==> src/rtl/logic_unit_pkg.sv <==
// Shared constants for the logic unit pipeline: op encodings and widths.
package logic_unit_pkg;

  localparam int unsigned OP_W       = 2;
  localparam int unsigned FIFO_DEPTH = 2;
  localparam int unsigned CNT_W      = 2;
  localparam int unsigned TXN_W      = 16;

  typedef enum logic [OP_W-1:0] {
    OP_AND  = 2'b00,
    OP_OR   = 2'b01,
    OP_XOR  = 2'b10,
    OP_NAND = 2'b11
  } op_e;

endpackage

==> src/rtl/logic_unit_core.sv <==
// Combinational bitwise logic unit: y = a op b, plus zero and parity flags.
module logic_unit_core
  import logic_unit_pkg::*;
#(
  parameter int unsigned WIDTH = 8
) (
  input  logic [WIDTH-1:0] a,
  input  logic [WIDTH-1:0] b,
  input  logic [OP_W-1:0]  op,
  output logic [WIDTH-1:0] y,
  output logic             zero,
  output logic             parity
);

  always_comb begin
    y = '0;
    case (op)
      OP_AND:  y = a & b;
      OP_OR:   y = a | b;
      OP_XOR:  y = a ^ b;
      OP_NAND: y = ~(a & b);
      default: y = '0;
    endcase
  end

  assign zero   = ~|y;
  assign parity = ^y;

endmodule

==> src/rtl/logic_unit_pipe.sv <==
// Logic unit followed by a 2-entry result FIFO with valid/ready handshakes.
// Define LOGIC_UNIT_PIPE_STATS_EN to add the txn_count output-handshake counter.
module logic_unit_pipe
  import logic_unit_pkg::*;
#(
  parameter int unsigned WIDTH = 8
) (
  input  logic             clk,
  input  logic             rst_n,
  input  logic             in_valid,
  output logic             in_ready,
  input  logic [WIDTH-1:0] a,
  input  logic [WIDTH-1:0] b,
  input  logic [OP_W-1:0]  op,
  output logic             out_valid,
  input  logic             out_ready,
  output logic [WIDTH-1:0] y,
  output logic             zero,
  output logic             parity
`ifdef LOGIC_UNIT_PIPE_STATS_EN
  ,
  output logic [TXN_W-1:0] txn_count
`endif
);

  typedef struct packed {
    logic [WIDTH-1:0] y;
    logic             zero;
    logic             parity;
  } entry_t;

  entry_t           res_c;
  entry_t           mem_q [FIFO_DEPTH];
  entry_t           mem_d [FIFO_DEPTH];
  logic [CNT_W-1:0] count_q;
  logic [CNT_W-1:0] count_d;
  logic             in_ready_q;
  logic             in_ready_d;
  logic             out_valid_q;
  logic             out_valid_d;
  logic             push_c;
  logic             pop_c;

  logic_unit_core #(.WIDTH(WIDTH)) u_core (
    .a      (a),
    .b      (b),
    .op     (op),
    .y      (res_c.y),
    .zero   (res_c.zero),
    .parity (res_c.parity)
  );

  assign push_c = in_valid & in_ready_q;
  assign pop_c  = out_valid_q & out_ready;

  // Slot 0 is always the head; it keeps its value when the FIFO drains so outputs hold.
  always_comb begin
    mem_d   = mem_q;
    count_d = count_q;
    case ({push_c, pop_c})
      2'b10: begin
        if (count_q == CNT_W'(0)) mem_d[0] = res_c;
        else                      mem_d[1] = res_c;
        count_d = count_q + CNT_W'(1);
      end
      2'b01: begin
        if (count_q == CNT_W'(FIFO_DEPTH)) mem_d[0] = mem_q[1];
        count_d = count_q - CNT_W'(1);
      end
      2'b11: begin
        if (count_q == CNT_W'(1)) begin
          mem_d[0] = res_c;
        end else begin
          mem_d[0] = mem_q[1];
          mem_d[1] = res_c;
        end
      end
      default: ;
    endcase
    in_ready_d  = (count_d < CNT_W'(FIFO_DEPTH));
    out_valid_d = (count_d != CNT_W'(0));
  end

  always_ff @(posedge clk) begin
    if (!rst_n) begin
      for (int unsigned i = 0; i < FIFO_DEPTH; i++) mem_q[i] <= '0;
      count_q     <= '0;
      in_ready_q  <= 1'b1;
      out_valid_q <= 1'b0;
    end else begin
      mem_q       <= mem_d;
      count_q     <= count_d;
      in_ready_q  <= in_ready_d;
      out_valid_q <= out_valid_d;
    end
  end

  assign in_ready  = in_ready_q;
  assign out_valid = out_valid_q;
  assign y         = mem_q[0].y;
  assign zero      = mem_q[0].zero;
  assign parity    = mem_q[0].parity;

`ifdef LOGIC_UNIT_PIPE_STATS_EN
  logic [TXN_W-1:0] txn_q;

  always_ff @(posedge clk) begin
    if (!rst_n)     txn_q <= '0;
    else if (pop_c) txn_q <= txn_q + TXN_W'(1);
  end

  assign txn_count = txn_q;
`endif

endmodule
==> config.mk <==
export PLATFORM = sky130hd
export DESIGN_NAME = logic_unit_pipe
export DESIGN_NICKNAME = d
export VERILOG_FILES = /design/src/rtl/logic_unit_pkg.sv /design/src/rtl/logic_unit_core.sv /design/src/rtl/logic_unit_pipe.sv
export SDC_FILE = /design/constraint.sdc
export NUM_CORES = 1
export LEC_CHECK = 0
export BUFFER_PORTS_ARGS = -buffer_cell sky130_fd_sc_hd__buf_4
export CELL_PAD_IN_SITES_DETAIL_PLACEMENT = 0
export CELL_PAD_IN_SITES_GLOBAL_PLACEMENT = 2
export CORE_UTILIZATION = 32
export DETAILED_ROUTE_END_ITERATION = 10
export HOLD_SLACK_MARGIN = 0.05
export PLACE_DENSITY_LB_ADDON = 0.25
export SLEW_MARGIN = 15
export SYNTH_ARGS = -nofsm -noshare
export SYNTH_HDL_FRONTEND = slang
export SYNTH_SLANG_ARGS = --single-unit
==> constraint.sdc <==
create_clock -name clk -period 2.5 [get_ports clk]
set_clock_uncertainty 0.05 [all_clocks]
set_input_delay 0.25 -clock clk [delete_from_list [all_inputs] [get_ports clk]]
set_output_delay 0.25 -clock clk [all_outputs]
set_load 0.01 [all_outputs]
# After elaboration in Yosys (flattened, before gate mapping)
# Cells that the tools add are included.
# word_totals
ff_bits,24
latch_bits,0
ram_bits,0
mem_bits_ro,0
input_bits,22
output_inout_bits,12
elab_cells,49
mem_count,0
# op_classes
addsub,2
multipliers,0
n_div,0
order_cmp,1
eq_ne,12
shift,0
n_mux,9
bitwise,6
reduce_logical,10
# ops
cell,count
2-to-1 mux 10 bit,5
case mux 8 bit (4 select lines),1
case mux 10 bit (3 select lines),1
case mux 10 bit (2 select lines),1
== test 2 bit (second input constant),5
bitwise AND 8 bit,1
!= test 2 bit (second input constant),4
inverter 8 bit,1
bitwise OR 8 bit,1
OR reduction 8 bit,1
parity 8 bit,1
bitwise XOR 8 bit,1
== test 2 x 1 -> 1 bit (second input constant),3
AND reduction 3 bit,2
logical NOT 2 bit,2
case mux 2 bit (2 select lines),1
nonzero test 2 bit,2
nonzero test 3 bit,1
adder 2 x 1 -> 2 bit (second input constant),1
bitwise AND 1 bit,2
less-than comparator 2 bit (second input constant),1
subtractor 2 x 1 -> 2 bit (second input constant),1
logical NOT 1 bit,1

# Longest topological paths before layout
# logic_depth
depth_word,7
mapped_depth,10

# Modules after synthesis
# Synthesis repeated with hierarchy kept, for this count alone.
# hier_totals
hier_cells,216
hier_area_um2,1868.0
# modules_own_cells
mod,instances,cells_per_inst,area_each_um2
logic_unit_pipe,1,130,1137.3
logic_unit_core,1,86,730.7

# Least setup slack after synthesis
# OpenSTA, ideal clock, no wires.
# synth_path
path_kind,input to register
from,in op[0]
to,"reg mem_q, in the netlist parity"
arrival_ns,1.768
required_time_ns,2.327
setup_slack_ns,0.559
path_stages,9
n_path_buf,2
cell_sequence,buf_2 -> buf_4 -> a211oi_1 -> nor2_1 -> ha_1 -> xor2_1 -> xnor2_1 -> a221oi_1 -> nor2_1
# synth_via
elab_chain_cells,5
# synth_lines
item,line,rtl
"start, declared",logic_unit_pipe.sv:14,"input logic [OP_W-1:0] op,"
== test 2 bit (tied with other cells),logic_unit_core.sv:17,case (op)
case mux 8 bit (4 select lines) (*),logic_unit_core.sv:17,
parity 8 bit (*),logic_unit_core.sv:27,assign parity = ^y;
"2-to-1 mux 10 bit, on equally long branches","logic_unit_pipe.sv:71, logic_unit_pipe.sv:62",
case mux 10 bit (3 select lines) (*),logic_unit_pipe.sv:60,"case ({push_c, pop_c})"
"end signal, assigned",logic_unit_pipe.sv:91,mem_q <= mem_d;
"end, declared",logic_unit_pipe.sv:33,entry_t mem_q [FIFO_DEPTH];
# Every way passes the cells marked *; elsewhere a longest branch is shown, timed or not. The select of a mux whose other input is x is not followed.
# A chain may end at the register's enable or synchronous reset.

# Worst setup path after layout
# layout_path
from,reg in_ready_q (netlist: in_ready)
to,"reg mem_q, in the netlist zero"
# layout_via
elab_chain_cells,4
# layout_lines
item,line,rtl
"start, declared",logic_unit_pipe.sv:37,logic in_ready_q;
"start signal, assigned",logic_unit_pipe.sv:93,in_ready_q <= in_ready_d;
bitwise AND 1 bit (*),logic_unit_pipe.sv:53,assign push_c = in_valid & in_ready_q;
== test 2 x 1 -> 1 bit / == test 2 bit (equally long branches),logic_unit_pipe.sv:60,
!= test 2 bit (no source line) / nonzero test 3 bit (equally long branches),n/a,
AND reduction 3 bit (no source line),n/a,
# Every way passes the cells marked *; elsewhere a longest branch is shown, timed or not.

==> metrics.cfg <==
[clock_network]
cts_max_path_buffers = 2
cts_buffers = 3
cts_hold_buf = 0
clock_latency_ps = 260
post_cts_buffers = 0
clock_sinks = 24
cts_root_buf = clkbuf_8
htree_num_levels = 1
post_cts_resize_count = 0
cts_tree = done
path_clk_slew_ps = 80

[die]
coreArea_mm2 = 0.00520
die_x_um = 76.1
num_io_pins = 34
rows = 26
dieArea_mm2 = 0.00579
die_y_um = 76.1
start_util = 0.338

[detailed_routing]
dr.pass1.iters = 4
detail-route-antenna-nets = 0
drt-wirelength-per-cell_um = 12.0
wirelength_mm = 3.66
via_count = 1454
drc_errors = 0
vias_per_cell = 4.75
drt_iter0_drc = 43

[final_layout]
final_util = 0.392
fillers = 559
final-seq-area_um2 = 480
nets = 287
multi_input_area_mm2 = 0.00108
postLayoutCellArea_mm2 = 0.00204
insertedDiodeCount = 0
drive_gt1_frac = 0.191
syn_to_final_growth_pct = 16.2

[synthesis]
synthCells = 213
yosysTopAreaCell = dfxtp_1
yosysMostFrequentCell = nor2_1
synth-main-ff-cell = dfxtp_1
ys_types = 30
ys_top_cells_by_area = dfxtp_1 27%, ha_1 19%, nor2_1 6.4%
synth-seq-cells = 24
yosysSeqAreaShare = 0.274
syn_area_per_cell_um2 = 8.25
async_flop_share = 0
yosys_warnings = 0
syn_nets = 262
synth_edf_count = 0
synth_top_cells_by_count = 30 x nor2_1, 27 x ha_1, 24 x dfxtp_1
synth.top_cell.area_share = 0.274
syn_area_mm2 = 0.00176

[timing]
rsz0062_at_grt = false
slew_violations = 0
relSlewSlack = 0.648
tns_ps = 0
worst_slew_pin_slew_ps = 528
fmax_ghz = 0.483
hold_viol_final = 0
period_needed_ps = 2070
setup_violations = 0
whs_ps = 264
finalCritPeriodShare = 0.829

[placed_design]
dp_hpwl_mm = 2.80
postPlaceCellArea_mm2 = 0.00200
io_buffers = 33
place_congestion = 0.731

[global_route]
grtUsageTotal = 0.133
grt_max_degree = 33
grt_overflow = 0
antenna_found_initial = 0
grt_pass1_vias = 1400
grt_first_pass_wirelength_mm = 6.33

[worst_setup_path]
required_ps = 2600
crit_type = reg2reg
crit_fanout = 10
cp_data_arrival_time_ps = 2170
cp-end-kind = flip-flop
cp-start-kind = flip-flop

[hold_path]
hold_class = in2reg

[pwr]
ir_drop_mv = 0.372
powerDensity_mw_per_mm2 = 758
p_total_mw = 1.55
p_leak_nw = 0.989

[job]
cap_violations = 0

[outcome]
status = finished clean

==> logic make-up after synthesis <==
| group | Yosys count | synth area share |
|---|---|---|
| and+or+nand+nor | 51 | 0.134 |
| DFF | 24 | 0.274 |
| adders and majority gates | 27 | 0.192 |
| muxes | 2 | 0.0114 |
| AOI/OAI and AO/OA | 67 | 0.261 |
| xor gates and xnor gates | 3 | 0.0150 |
| buffers and inverters | 39 | 0.113 |
==> layout by cell type, fill, tap and decap left out <==
master	count
a211oi_1	14
a211oi_2	2
a21boi_0	3
a21o_2	1
a21oi_1	16
a21oi_2	1
a221oi_1	2
a221oi_4	1
and4_1	1
buf_4	35
clkbuf_8	3
clkinv_1	1
dfxtp_1	24
ha_1	27
inv_1	23
mux2i_1	2
nand2_1	9
nand2b_1	7
nor2_1	30
nor2b_1	1
nor2b_4	1
nor3_2	1
o211a_1	5
o211ai_1	2
o21ai_0	20
or3_1	1
xnor2_1	2
xor2_1	1
==> per-layer routing <==
| layer | vias to the layer above | track usage | routed length, µm |
|---|---|---|---|
| li1 | 765 | - | - |
| met1 | 660 | 0.163 | 1750 |
| met2 | 27 | 0.238 | 1760 |
| met3 | 2 | 0.0299 | 113 |
| met4 | 0 | 0.0288 | 36 |
| met5 | - | 0 | 0 |
==> worst paths after layout <==
check	to	slack, ps	cells after the start	from
hold reg to reg	mem_q[2]$_SDFFE_PN0P_	450	2	mem_q[2]$_SDFFE_PN0P_
setup / recovery	zero$_SDFFE_PN0P_	430	7	in_ready$_SDFF_PN1_
hold / removal	y[0]$_SDFFE_PN0P_	260	3	rst_n
setup reg to reg	zero$_SDFFE_PN0P_	430	7	in_ready$_SDFF_PN1_
==> area by class of cell <==
type | count | share of cell area
Multi-Input combinational cell | 150 | 0.529
Sequential cell | 24 | 0.235
Timing Repair Buffer | 35 | 0.129
Inverter | 24 | 0.0441
Tap cell | 70 | 0.0429
Clock buffer | 3 | 0.0202
==> per-stage QoR <==
step | std cells | setup slack (ps)
after CTS | 306 | 424
after detailed placement | 303 | 357
after global routing | 306 | 253
after global placement | 303 | 363
final | 306 | 429
after floorplan | 213 | 559
==> state kept, by name, indices dropped and copies added, names as in the netlist <==
signal     count
parity         1
y              8
zero           1
in_ready       1
count_q        2
out_valid      1
mem_q         10
==> critical path, cell delays in order, from the launching register on <==
cell and delay, ps:
dfxtp_1 320, nand2_1 160, inv_1 90, ha_1 260, nor2b_4 160, or3_1 530, a221oi_1 310, nor2_1 80
==> where the power goes <==
group	switching, mW	internal [mW]	total, mW
Clock	0.115	0.108	0.223
Sequential	0.0610	0.504	0.565
Combinational	0.422	0.337	0.759
(Power assumes the default switching activity.)
